[config.mk]
export PLATFORM = sky130hd
export DESIGN_NAME = sram_arbiter_flat
export DESIGN_NICKNAME = d
export VERILOG_FILES = /design/src/rtl/sram_arbiter_if.sv /design/src/rtl/sram_arbiter.sv /design/src/flat_wrapper.sv
export SDC_FILE = /design/constraint.sdc
export NUM_CORES = 1
export LEC_CHECK = 0
export CAP_MARGIN = 5
export CORE_UTILIZATION = 35
export CTS_CLUSTER_DIAMETER = 150
export CTS_CLUSTER_SIZE = 30
export DETAILED_ROUTE_END_ITERATION = 8
export HOLD_SLACK_MARGIN = 0.08
export PLACE_DENSITY = 0.91
export SETUP_SLACK_MARGIN = 0.5
export SLEW_MARGIN = 25
export SYNTH_ARGS = -nofsm -noshare
export SYNTH_HDL_FRONTEND = slang
export SYNTH_SLANG_ARGS = --single-unit
[constraint.sdc]
create_clock -name clk -period 1.6 [get_ports clk]
set_input_delay 0.32 -clock clk [delete_from_list [all_inputs] [get_ports clk]]
set_output_delay 0.32 -clock clk [all_outputs]
set_load 0.02 [all_outputs]
[src/rtl/sram_arbiter_if.sv]
// Requester-side bus of the SRAM arbiter: the line-buffer writer (wr_*) and
// the interpolation pixel fetch (rd_*), plus the fixed-latency read return.
//
// Handshake: a transfer happens on the rising clk edge where valid && ready.
// The requester keeps addr/data stable while valid is high and not yet
// accepted. It may drop valid at any time, because nothing is locked.
// ready is combinational and never rises without its own valid.
// rd_rvalid/rd_rdata return two cycles after the read is accepted. This return
// path has no backpressure.
interface sram_arbiter_if #(
  parameter int ADDR_WIDTH = 12,
  parameter int DATA_WIDTH = 40
);

  logic                  wr_valid;
  logic                  wr_ready;
  logic [ADDR_WIDTH-1:0] wr_addr;
  logic [DATA_WIDTH-1:0] wr_data;

  logic                  rd_valid;
  logic                  rd_ready;
  logic [ADDR_WIDTH-1:0] rd_addr;
  logic                  rd_rvalid;
  logic [DATA_WIDTH-1:0] rd_rdata;

  // Requester side: issues requests and consumes read data.
  modport master (
    output wr_valid, wr_addr, wr_data,
    input  wr_ready,
    output rd_valid, rd_addr,
    input  rd_ready, rd_rvalid, rd_rdata
  );

  // Arbiter side.
  modport slave (
    input  wr_valid, wr_addr, wr_data,
    output wr_ready,
    input  rd_valid, rd_addr,
    output rd_ready, rd_rvalid, rd_rdata
  );

endinterface

[src/rtl/sram_arbiter.sv]
// Round-robin arbiter with a bounded burst. It shares one single-port SRAM
// macro (active-low CEN/WEN, 1-cycle registered read) between the line-buffer
// writer and the pixel fetch. The SRAM command is registered, and read data
// comes back with a fixed two-cycle valid strobe.
module sram_arbiter #(
  parameter int ADDR_WIDTH = 12,
  parameter int DATA_WIDTH = 40,
  parameter int BURST      = 4
) (
  input  logic                  clk,
  input  logic                  rst_n,
  input  logic                  en,
  sram_arbiter_if.slave         req,
  output logic                  sram_cen,
  output logic                  sram_wen,
  output logic [ADDR_WIDTH-1:0] sram_a,
  output logic [DATA_WIDTH-1:0] sram_d,
  input  logic [DATA_WIDTH-1:0] sram_q,
  output logic                  prio_dbg,
  output logic [3:0]            cnt_dbg
);

  // The burst counter is 4 bits, so BURST must fit in 1..15.
  if (BURST < 1 || BURST > 15) begin : g_bad_burst
    $error("sram_arbiter: BURST must be in 1..15");
  end

  // When the counter reaches this value, the next contended grant hands
  // priority to the other side.
  localparam logic [3:0] BURST_LAST = 4'(BURST - 1);

  // Which requester wins when both are valid.
  typedef enum logic {
    PRIO_WR = 1'b0,
    PRIO_RD = 1'b1
  } prio_e;

  prio_e      prio_q, prio_d;
  logic [3:0] cnt_q,  cnt_d;
  logic       grant_wr;
  logic       grant_rd;

  // Fairness state register (priority owner and contended-grant count).
  always_ff @(posedge clk or negedge rst_n) begin
    if (!rst_n) begin
      prio_q <= PRIO_WR;
      cnt_q  <= 4'd0;
    end else begin
      prio_q <= prio_d;
      cnt_q  <= cnt_d;
    end
  end

  // Grant decision and next fairness state. The state moves only on a
  // granted cycle.
  always_comb begin
    grant_wr = 1'b0;
    grant_rd = 1'b0;
    prio_d   = prio_q;
    cnt_d    = cnt_q;

    if (en) begin
      if (req.wr_valid && (!req.rd_valid || prio_q == PRIO_WR)) begin
        grant_wr = 1'b1;
      end else if (req.rd_valid) begin
        grant_rd = 1'b1;
      end
    end

    if (grant_wr) begin
      if (req.rd_valid) begin
        // Contended: count this grant. Yield once the burst is used up.
        if (cnt_q == BURST_LAST) begin
          prio_d = PRIO_RD;
          cnt_d  = 4'd0;
        end else begin
          cnt_d = cnt_q + 4'd1;
        end
      end else begin
        // Uncontended: the writer keeps priority with a fresh burst.
        prio_d = PRIO_WR;
        cnt_d  = 4'd0;
      end
    end else if (grant_rd) begin
      if (req.wr_valid) begin
        if (cnt_q == BURST_LAST) begin
          prio_d = PRIO_WR;
          cnt_d  = 4'd0;
        end else begin
          cnt_d = cnt_q + 4'd1;
        end
      end else begin
        prio_d = PRIO_RD;
        cnt_d  = 4'd0;
      end
    end
  end

  assign req.wr_ready = grant_wr;
  assign req.rd_ready = grant_rd;

  // Registered SRAM command. Address and data hold their last values when
  // idle, and a read leaves the write-data register untouched.
  always_ff @(posedge clk or negedge rst_n) begin
    if (!rst_n) begin
      sram_cen <= 1'b1;
      sram_wen <= 1'b1;
      sram_a   <= '0;
      sram_d   <= '0;
    end else if (grant_wr) begin
      sram_cen <= 1'b0;
      sram_wen <= 1'b0;
      sram_a   <= req.wr_addr;
      sram_d   <= req.wr_data;
    end else if (grant_rd) begin
      sram_cen <= 1'b0;
      sram_wen <= 1'b1;
      sram_a   <= req.rd_addr;
    end else begin
      sram_cen <= 1'b1;
      sram_wen <= 1'b1;
    end
  end

  // Read return strobe, one cycle behind the issued read command, aligned
  // with the macro's registered output.
  always_ff @(posedge clk or negedge rst_n) begin
    if (!rst_n) begin
      req.rd_rvalid <= 1'b0;
    end else begin
      req.rd_rvalid <= !sram_cen && sram_wen;
    end
  end

  assign req.rd_rdata = sram_q;

  assign prio_dbg = (prio_q == PRIO_RD);
  assign cnt_dbg  = cnt_q;

endmodule
[src/flat_wrapper.sv]
// flat-port wrapper written by rule: the top's interface ports become plain ports
module sram_arbiter_flat 
#(
  parameter int ADDR_WIDTH = 12,
  parameter int DATA_WIDTH = 40,
  parameter int BURST      = 4
)
  (clk, rst_n, en, sram_cen, sram_wen, sram_a, sram_d, sram_q, prio_dbg, cnt_dbg, req_wr_valid, req_wr_addr, req_wr_data, req_wr_ready, req_rd_valid, req_rd_addr, req_rd_ready, req_rd_rvalid, req_rd_rdata);
  sram_arbiter_if #(.ADDR_WIDTH(ADDR_WIDTH), .DATA_WIDTH(DATA_WIDTH)) req_i ();
  input  logic clk;
  input  logic rst_n;
  input  logic en;
  output logic sram_cen;
  output logic sram_wen;
  output logic [ADDR_WIDTH-1:0] sram_a;
  output logic [DATA_WIDTH-1:0] sram_d;
  input  logic [DATA_WIDTH-1:0] sram_q;
  output logic prio_dbg;
  output logic [3:0] cnt_dbg;
  input wire logic [$bits(req_i.wr_valid)-1:0] req_wr_valid;
  input wire logic [$bits(req_i.wr_addr)-1:0] req_wr_addr;
  input wire logic [$bits(req_i.wr_data)-1:0] req_wr_data;
  output wire logic [$bits(req_i.wr_ready)-1:0] req_wr_ready;
  input wire logic [$bits(req_i.rd_valid)-1:0] req_rd_valid;
  input wire logic [$bits(req_i.rd_addr)-1:0] req_rd_addr;
  output wire logic [$bits(req_i.rd_ready)-1:0] req_rd_ready;
  output wire logic [$bits(req_i.rd_rvalid)-1:0] req_rd_rvalid;
  output wire logic [$bits(req_i.rd_rdata)-1:0] req_rd_rdata;
  assign req_i.wr_valid = req_wr_valid;
  assign req_i.wr_addr = req_wr_addr;
  assign req_i.wr_data = req_wr_data;
  assign req_wr_ready = req_i.wr_ready;
  assign req_i.rd_valid = req_rd_valid;
  assign req_i.rd_addr = req_rd_addr;
  assign req_rd_ready = req_i.rd_ready;
  assign req_rd_rvalid = req_i.rd_rvalid;
  assign req_rd_rdata = req_i.rd_rdata;
  sram_arbiter #(.ADDR_WIDTH(ADDR_WIDTH), .DATA_WIDTH(DATA_WIDTH), .BURST(BURST)) u_core (.clk(clk), .rst_n(rst_n), .en(en), .req(req_i), .sram_cen(sram_cen), .sram_wen(sram_wen), .sram_a(sram_a), .sram_d(sram_d), .sram_q(sram_q), .prio_dbg(prio_dbg), .cnt_dbg(cnt_dbg));
endmodule
Word-level counts from Yosys, hierarchy flattened
Cells that the tools add are included.
- bits of input ports: 109
- register bits after elaboration: 60
- output and inout port bits: 102
- eq/ne operators: 3
- bitwise logic cells: 1
- mux-type cells: 21
- reduce and logical (&&, ||, !) cells: 7
- add/subtract/negate cells: 1
- operators by type and width (cell ; count):
    $mux 12 ; 2
    $mux 4 ; 5
    $mux 1 ; 14
    $add 4x1->4 const B ; 1
    $eq 4x2->1 const B ; 1
    $ne 3x1->1 const B ; 1
    $ne 3x2->1 const B ; 1
    $reduce_and 3->1 ; 1
    $logic_and 1x1->1 ; 2
    $logic_not 1->1 ; 2
    $reduce_bool 2->1 ; 1
    $logic_or 1x1->1 ; 1
    $not 1->1 ; 1

Depth between registers and ports, before layout
Gate-level depths: netlist (run 1).
- depth after elaboration: 7
- gate-level depth with buffers: 6
- mapped depth without buffers: 4

Least setup slack after synthesis (run 1)
No wires, ideal clock.
- path type: flip-flop to flip-flop
- start: register u_core.cnt_q[0], in the netlist u_core.cnt_dbg[0]
- end: register u_core.prio_q, in the netlist u_core.prio_dbg
- cell stages (with the launch flop): 5
- required time: 1.510 ns
- setup time: 0.090 ns
- buffers on the path: 0
- slack: -0.003 ns
- period minus slack after synthesis: 1.603 ns
- data arrival time: 1.513 ns
- path through: dfrtp_1 > ha_1 > or4b_2 > a21o_1 > o221ai_1
- cells in the longest elaborated chain, start to end: 3
- elaborated cells on any way between the ends: 4
- ends and longest elaborated chain (element ; line ; text):
    start: declaration ; sram_arbiter.sv:39 ; logic [3:0] cnt_q, cnt_d;
    start signal: assignment ; sram_arbiter.sv:50 ; cnt_q <= cnt_d;
    $eq 4x2->1 (*) ; sram_arbiter.sv:73, sram_arbiter.sv:86 ;
    $ne 3x2->1 (no line) or $ne 3x1->1 (tied branches) ; - ;
    $reduce_and 3->1 (no line) (*) ; - ;
    end signal: assignment ; sram_arbiter.sv:49 ; prio_q <= prio_d;
    end: declaration ; sram_arbiter.sv:38 ; prio_e prio_q, prio_d;
Mark *: on every way between the ends. The rest lies on a longest branch, timed or not.
A chain may end at the register's enable or synchronous reset.

Final worst setup path (run 1)
- start: register u_core.prio_q, in the netlist u_core.prio_dbg
- end: output req_wr_ready
- cells in the longest elaborated chain, start to end: 5
- ends and longest elaborated chain (element ; line ; text):
    $not 1->1 ; sram_arbiter.sv:63 ; if (req.wr_valid && (!req.rd_valid || prio_q == PRIO_WR)) begin
    $logic_or 1x1->1 ; sram_arbiter.sv:63 ;
    $logic_and 1x1->1 ; sram_arbiter.sv:63 ;
    $mux 1 ; sram_arbiter.sv:63 ;
    $mux 1 ; sram_arbiter.sv:62 ; if (en) begin
    end: declaration ; flat_wrapper.sv:23 ; output wire logic [$bits(req_i.wr_ready)-1:0] req_wr_ready;
No other way between the ends.

==> impl_summary.md, run 1 <==
Yosys
The number of distinct standard cells referenced by the synthesized netlist is 29. The async set-or-reset flop fraction in the synthesized netlist is 100.0%. Among all cell types in the netlist, the one instantiated most often is sky130_fd_sc_hd__dfrtp_1. In this run the mean area of a mapped cell was 13.58 sq um.

The xor/xnor share of the synthesized area is 0%. The synthesized design spends more area on one cell type than any other, namely sky130_fd_sc_hd__dfrtp_1. The area fraction of the dominant cell type after synthesis is 50.17%. The area share of and/or/nand/nor cells after synthesis is 5.061%.

The count of mapped cells out of synthesis is 213. Among all flip-flop cells after synthesis, the most frequent one is sky130_fd_sc_hd__dfrtp_1. The fraction of the mapped netlist area in compound gates is 4.369%. The dominant combinational cell family by area after synthesis is multiplexers. After synthesis, the share of cell area in mux cells is 24.78%.

The synthesized design contains 60 register bits. Summing every instance area after synthesis gives 0.002893 sq mm. By count the netlist is led by sky130_fd_sc_hd__dfrtp_1 (58), sky130_fd_sc_hd__buf_4 (41), sky130_fd_sc_hd__mux2_4 (39). By area the synthesized netlist is led by sky130_fd_sc_hd__dfrtp_1 (50%), sky130_fd_sc_hd__mux2_4 (20%), sky130_fd_sc_hd__buf_4 (11%). The number of synthesized flops with an enable pin is 0. The number of nets produced by synthesis is 323.

Sequential elements use 51.99% of the synthesized area. Summing the areas of all fa, ha and maj instances in the mapped netlist gives 0.4325% of the synthesized area. Yosys printed 0 warnings.

Timing
The final critical-path share of the clock period is 89.62%. Setup repair after global routing could not meet its margin everywhere. The count of final hold-check violations was 0. The max-slew violation total from the final report was 0. Based on the critical path, the design can be clocked at up to 0.6974 GHz.

The post-layout minimum cycle time is 1.434 ns. Setup violations remaining at the end of the flow were counted as 0. The setup clock skew after layout is 0.01345 ns. The worst slew margin relative to its limit is 78.90%. The worst slack on hold paths is 0.5096 ns. At the pin with the least slew margin, the transition time is 0.3165 ns.

Drt
After detailed routing, the number of vias per cell comes to 4.788. The detailed router finished its first iteration with 43 violations. The detail route stage leaves a number of antenna-violating nets equal to 0. The wire length reported by the detailed router is 8.742 mm.

The detailed-route wire length per cell is 18.37 microns. The first detailed-routing pass took 4 iterations. The routed layout has 2279 vias. In the routed design, unresolved DRC markers number 0.

Die
The height of the die is 92.91 microns. The die footprint is 0.008632 sq mm. The initialized floorplan defines 32 standard-cell rows.

211 I/O pins were placed. The initial standard-cell utilization of the core is 36.86%. The die is 92.91 microns wide. The core box area is 0.007848 sq mm.

Hold path
The path type of the worst min-delay path is reg -> reg. The worst hold path startpoint is u_core.sram_cen. The depth of the worst hold-timing path is 1.

Global routing
The number of global-route vias before repair came to 2509. Entering global routing, the biggest net connects 61 pins. The initial antenna violation count is 0. The sum of overflow across all layers after global routing is 0. Global routing consumed, over all layers together, 20.02% of the routing resources. The global-route wire length before repair is 12.95 mm.

Place
The weighted congestion at the end of routability-driven global placement is 0.8237. The post-detailed-placement half-perimeter wirelength is 5.399 mm. During placement, the flow inserted port buffers numbering 130. In this run, placement finished with an instance count of 412.

Power and ir drop
IR analysis of the VDD net gives a maximum drop of 618.0 uV. The final total power is 0.005501 W. The power per cell area is 1070 mW/mm^2. The cell leakage power is 2.437 nW.

Critical path
The critical path startpoint is u_core.prio_dbg. The worst reg-to-reg path cell count is 6. The worst path arrival time is 1.11 ns. The worst reg2reg path startpoint is u_core.prio_dbg. Walking the worst path, the cells encountered are nand2_2 -> and2_4 -> buf_6.

The setup path with the least slack is of type reg -> out. The cell family with the largest share of critical-path delay is flip-flops. At the worst endpoint, the required time is 1.28 ns.

The startpoint type of the worst setup path is a flip-flop. The count of buffering cells on the critical path with inverters included is 1. The critical path depth is 3. The category of the worst setup path capture point is a primary output. Of all nets on the critical path, the largest fanout is 3. The largest individual stage delay along the critical path comes from the cell sky130_fd_sc_hd__dfrtp_2.

The largest single stage delay on the critical path is 0.43 ns.

Clocking
The total number of H-tree levels is 3. Clock-pin slew was measured on the worst setup and hold paths at 0.08 ns. The clock tree from TritonCTS is built. The clock insertion delay at the later pin of the skew report is 0.33 ns.

The clock root buffer is sky130_fd_sc_hd__clkbuf_8. The number of clock buffers added by TritonCTS is 9. The clock passes through at most 2 buffers. The clock net in this run drives a total of 60 sinks.

Layout
The final cell count without fillers is 476. The antenna diode count is 0. The post-route netlist has 59.36% of its cells at a drive strength greater than 1.

The area growth from synthesis to layout is 77.68%. For this run, the post-layout net count is 479.

Flow run
The tool flagged a number of max-cap violations equal to 0.

Outcome
The run finished with clean final reports.
## path summary, 6_finish.rpt
path,to,slack [ns]
min in group asynchronous,u_core.sram_a[11],0.54
max in group asynchronous,u_core.sram_wen,0.75
min,u_core.req.rd_rvalid,0.51
min reg2reg,u_core.req.rd_rvalid,0.51
max reg2reg,u_core.sram_d[29],0.19
max,req_wr_ready,0.17
## where the power goes
part           internal (W)  switching, W  leakage, nW  total, W
combinational       0.00137      0.000879         1.64   0.00225
sequential          0.00181      0.000239        0.707   0.00205
clock              0.000565      0.000635       0.0856   0.00120
total               0.00375       0.00175         2.44   0.00550
## cell usage in the layout (no fill, tap or decap), types with 2 or more instances in the layout
cell / instances
sky130_fd_sc_hd__a32o_1: 2
sky130_fd_sc_hd__and2_4: 2
sky130_fd_sc_hd__buf_12: 7
sky130_fd_sc_hd__buf_16: 4
sky130_fd_sc_hd__buf_4: 43
sky130_fd_sc_hd__buf_6: 69
sky130_fd_sc_hd__buf_8: 2
sky130_fd_sc_hd__clkbuf_8: 9
sky130_fd_sc_hd__clkdlybuf4s50_1: 64
sky130_fd_sc_hd__clkinv_2: 2
sky130_fd_sc_hd__clkinv_4: 2
sky130_fd_sc_hd__clkinvlp_4: 2
sky130_fd_sc_hd__dfrtp_1: 53
sky130_fd_sc_hd__dfrtp_2: 5
sky130_fd_sc_hd__dfstp_2: 2
sky130_fd_sc_hd__dlygate4sd2_1: 3
sky130_fd_sc_hd__inv_1: 2
sky130_fd_sc_hd__mux2_4: 40
sky130_fd_sc_hd__mux2i_1: 12
sky130_fd_sc_hd__nand2_1: 3
sky130_fd_sc_hd__nand3_2: 5
sky130_fd_sc_hd__nand3_4: 7
sky130_fd_sc_hd__nand4b_1: 2
sky130_fd_sc_hd__o21ai_1: 3
sky130_fd_sc_hd__o21ai_2: 10
## flip-flops by register name, summed over array words and instances, names as in the netlist
name and cells:
u_core.req.rd_rvalid 1, u_core.cnt_dbg 4, u_core.sram_d 40, u_core.prio_dbg 1
u_core.sram_cen 1, u_core.sram_wen 1, u_core.sram_a 12
## final cells by class
class	count	area, sq um
Clock buffer	9	123.9
Clock inverter	7	51.30
Fill cell	532	2708
Inverter	3	27.53
Multi-Input combinational cell	100	1221
Sequential cell	60	1510
Tap cell	102	127.6
Timing Repair Buffer	194	2062
Timing Repair inverter	1	16.27
## per-layer routing
metal	GRT usage [%]	share of wire, %
met5	0	0
met4	8.077	2.6
met3	6.568	8.7
met2	34.07	51
met1	23.13	38
## cell families after synthesis
group / Yosys count
AOI/OAI and AO/OA: 21
adders and majority gates: 1
buffers and inverters: 53
DFF: 60
muxes: 52
and+or+nand+nor: 26
## timing repair
item	in CTS	in global routing
pin swaps	14	1
setup buffers	31	11
gates cloned	5	0
gates resized for setup	433	15
hold buffers	1	0
hold endpoints to repair	58	0
setup endpoints to repair	120	118
## per-stage QoR
stage / util (%) / worst slack [ns] / TNS, ns / cell area [sq um]
3_3_place_gp: 53.22 / -0.4236 / -17.63 / 4177
6_report: 65.50 / 0.1660 / 0 / 5140
5_1_grt: 65.50 / 0.1166 / 0 / 5140
2_1_floorplan: - / 0.2316 / 0 / 2994
3_5_place_dp: 53.22 / -0.4425 / -18.99 / 4177
4_1_cts: 63.47 / 0.1675 / 0 / 4981
Note: power is estimated with default switching activity, not from simulation.
==> run 2, diff against run 1 <==
CORE_MARGIN = 8   (was not set)
CORE_UTILIZATION = 60   (was 35)
DONT_BUFFER_PORTS = 1   (was not set)
PLACE_DENSITY = 0.85   (was 0.91)
==> run 2 against run 1 <==
  * The run now ends with negative hold slack left
  * Clock power increased by 41%
  * Total power down 11%
  * Sequential power rose by 21%
  * Fmax fell by 0.73%
  * Largest power group is now sequential cells
==> impl_summary.md, run 2 (synthesized netlist as in run 1, its figures left out) <==
Critical path
The largest individual stage delay along the critical path comes from the cell sky130_fd_sc_hd__dfrtp_2. Grouping stages by cell kind, the critical path spends the most delay in flip-flops. The worst path arrival time is 1.12 ns. Walking the worst path, the cells encountered are nand2_2 -> and2_4 -> buf_12. The worst setup path is captured at a primary output. Along the worst path, the maximum fanout reaches 7. STA classifies the critical path startpoint as a flip-flop. On the worst path, the slowest cell contributes a delay of 0.42 ns. The type of the setup path with the least slack is reg -> out. For the worst setup path, the data required time is 1.28 ns. Counting both buffers and inverters, the worst setup path holds a total of 1.

Drt
The initial detailed-routing violation count is 66. The count of nets left with antenna violations after detail routing is 0. In the routed design, unresolved DRC markers number 0. After detailed routing, the average wire length per cell comes to 28.97 microns. Before antenna repair, the detailed router went through 4 iterations. The wire length reported by the detailed router is 7.359 mm.

The routed layout has 1649 vias. The per-cell via count in the routed design is 6.492.

Layout
The library cells used most frequently in the layout, excluding fill and tap cells, are sky130_fd_sc_hd__dfrtp_2 (56), sky130_fd_sc_hd__mux2_4 (40), sky130_fd_sc_hd__mux2i_1 (12), sky130_fd_sc_hd__clkbuf_8 (11), sky130_fd_sc_hd__nand3_1 (7). The library cell used most frequently in the layout, excluding fill and tap cells, is sky130_fd_sc_hd__dfrtp_2. The number of antenna diodes in the final layout is 0. The register ranked first by flip-flop count is u_core.sram_d.

The flip-flop count of the largest register, all copies and words added is 40. Of the cells placed in the final design, the portion with a size suffix greater than 1 is 77.00%. The final instance area is 0.003397 sq mm.

The number of nets in the layout is 305. The final cell count without fillers is 254. The signed area change from the synthesized netlist to the final layout is 17.43%.

Die
The die covers 0.007299 sq mm. In this run the standard cell core region covers 0.004692 sq mm. After floorplanning, the core was divided into 25 placement rows. The height of the die is 85.44 microns. Measured along the x axis, the die boundary spans 85.44 microns. Pin placement for this block handled 211 I/O pins. The initial utilization of the core area, before any placement, comes to 61.65%.

Clocking
The clock root buffer is sky130_fd_sc_hd__clkbuf_8. The clock tree from TritonCTS is built. The CTS sink count is 60. The longest clock path from root to sink contains 2 buffers.

The H-tree was split into 3 levels. Counting the buffers created by CTS gives 9. After clock tree synthesis, the clock-pin slew on the worst setup and hold paths is 0.07 ns.

The clock insertion delay at the later pin of the skew report is 0.33 ns.

Power and ir drop
In this run, the clock network consumes 34.7% of the power. The cell leakage power is 1.541 nW. The switching share of power is 29.09%. The worst vdd rail ir drop is 909.4 uV.

For this design the total switching power over the nets is 0.001419 W. The sequential group share of total power is 50.9%. The portion of total power attributed to combinational logic is 14.4%. The power per cell area is 1436 mW/mm^2. Power comes to 0.004879 W. Cell internal power was estimated by the tool at 0.003460 W.

Global routing
The sum of overflow across all layers after global routing is 0. Entering global routing, the biggest net connects 61 pins. The global-route wire length before repair is 10.74 mm. The initial antenna violation count was 0.

For this run, the total global-route usage over all layers was measured as 19.18%. The number of global-route vias before repair is 1793.

Timing
In the finished design, the share of the clock period the worst path needs comes to 90.28%. The setup total negative slack is 0 ns. The setup slack after layout is 0.1555 ns.

The count of final hold-check violations is 60. The worst slack on hold paths is -0.3174 ns. The transition time at the pin with the least slew margin is 0.4226 ns. The max-slew violation total from the final report was 0. Setup repair after global routing could not meet its margin everywhere. Based on the critical path, the design can be clocked at up to 0.6923 GHz. Across the routed clock network, the largest skew measured is 0.004451 ns. The number of setup violations in the final report is 0. The worst slew margin relative to its limit is 71.64%. The post-layout minimum cycle time is 1.445 ns.

Place
The worst slack after detailed placement is 0.1753 ns. The weighted congestion at the end of routability-driven global placement is 0.7530. The HPWL after detailed placement is 5.017 mm. The placed standard-cell area is 0.002730 sq mm. The count of buffers inserted at the top-level ports is 0.

The number of placed instances, taps included is 227.

Outcome
The flow ran to the end, but the final reports show violations. The final reports fail on negative hold slack.

Flow run
The max-capacitance violation count is 0.

Hold path
In this run the worst hold path is classified as in -> async.
[run 2: changes by cell type in the layout (fill, tap and decap cells not counted), sizes merged, moves of 2 or more]
| cell | previous run | this run |
|---|---|---|
| inv | 5 | 3 |
| clkbuf | 9 | 14 |
| buf | 126 | 19 |
| clkinvlp | 2 | 0 |
| bufinv | 0 | 3 |
| clkdlybuf4s50 | 64 | 0 |
| dlygate4sd2 | 3 | 0 |
| clkinv | 4 | 1 |
[run 2: metal layers]
metal  part of all wire, %  GRT usage (%)
met5                     0              0
met2                    53          32.16
met4                   2.7          10.67
met3                    12          8.784
met1                    33          19.33
[run 2: path summary, 6_finish.rpt]
| path | slack (ns) | cells after the start | to | start |
|---|---|---|---|---|
| worst min register to register | 0.55 | 1 | u_core.req.rd_rvalid | u_core.sram_cen |
| worst max register to register | 0.16 | 4 | u_core.prio_dbg | u_core.cnt_dbg[0] |
| worst max-delay path | 0.16 | 3 | req_wr_ready | u_core.prio_dbg |
| worst min-delay path | -0.32 | 0 | u_core.sram_d[15] | rst_n |
| max in group asynchronous | 1.72 | 0 | u_core.sram_cen | rst_n |
| min in group clk | 0.12 | 2 | u_core.sram_a[6] | req_wr_addr[6] |
[run 2: worst register-to-register path, delay by kind of cell (launching register included)]
| kind | cells | cell delay, ns |
|---|---|---|
| simple gates | 1 | 0.45 |
| compound gates | 2 | 0.22 |
| fa+ha+maj | 1 | 0.18 |
| flops | 1 | 0.49 |
[run 2: timing repair]
item	4_1_cts	5_1_grt
resized for setup	85	15
gates cloned	3	2
setup buffers	5	1
hold endpoints to repair	60	60
endpoints found under the setup margin	116	118
pin swaps	6	10
[run 2: final cells by class]
type / instances / area, sq um
clock buffers: 12 / 155.1
clock inverters: 4 / 95.09
fillers: 283 / 1295
inverters: 3 / 30.03
multi-input cells: 100 / 1120
flip-flops and latches: 60 / 1574
well taps: 54 / 67.56
repair buffers: 21 / 355.3
[run 2: power by group through the flow]
| stage | Clock (W) | Combinational [W] | Sequential (W) |
|---|---|---|---|
| after CTS | 0.00170 | 0.000654 | 0.00248 |
| after floorplan | 0 | 0.000647 | 0.00235 |
| after global placement | 0 | 0.000530 | 0.00243 |
| after global routing | 0.00179 | 0.000753 | 0.00251 |
| after detailed placement | 0 | 0.000565 | 0.00244 |
| final | 0.00169 | 0.000704 | 0.00248 |
[run 2: through the flow]
stage | utilization, % | hold WS, ns
floorplan | - | 0.02441
global placement | 58.19 | 0.02595
detailed placement | 58.19 | 0.02577
CTS | 69.73 | -0.3293
global route | 72.40 | -0.3395
finish | 72.40 | -0.3174
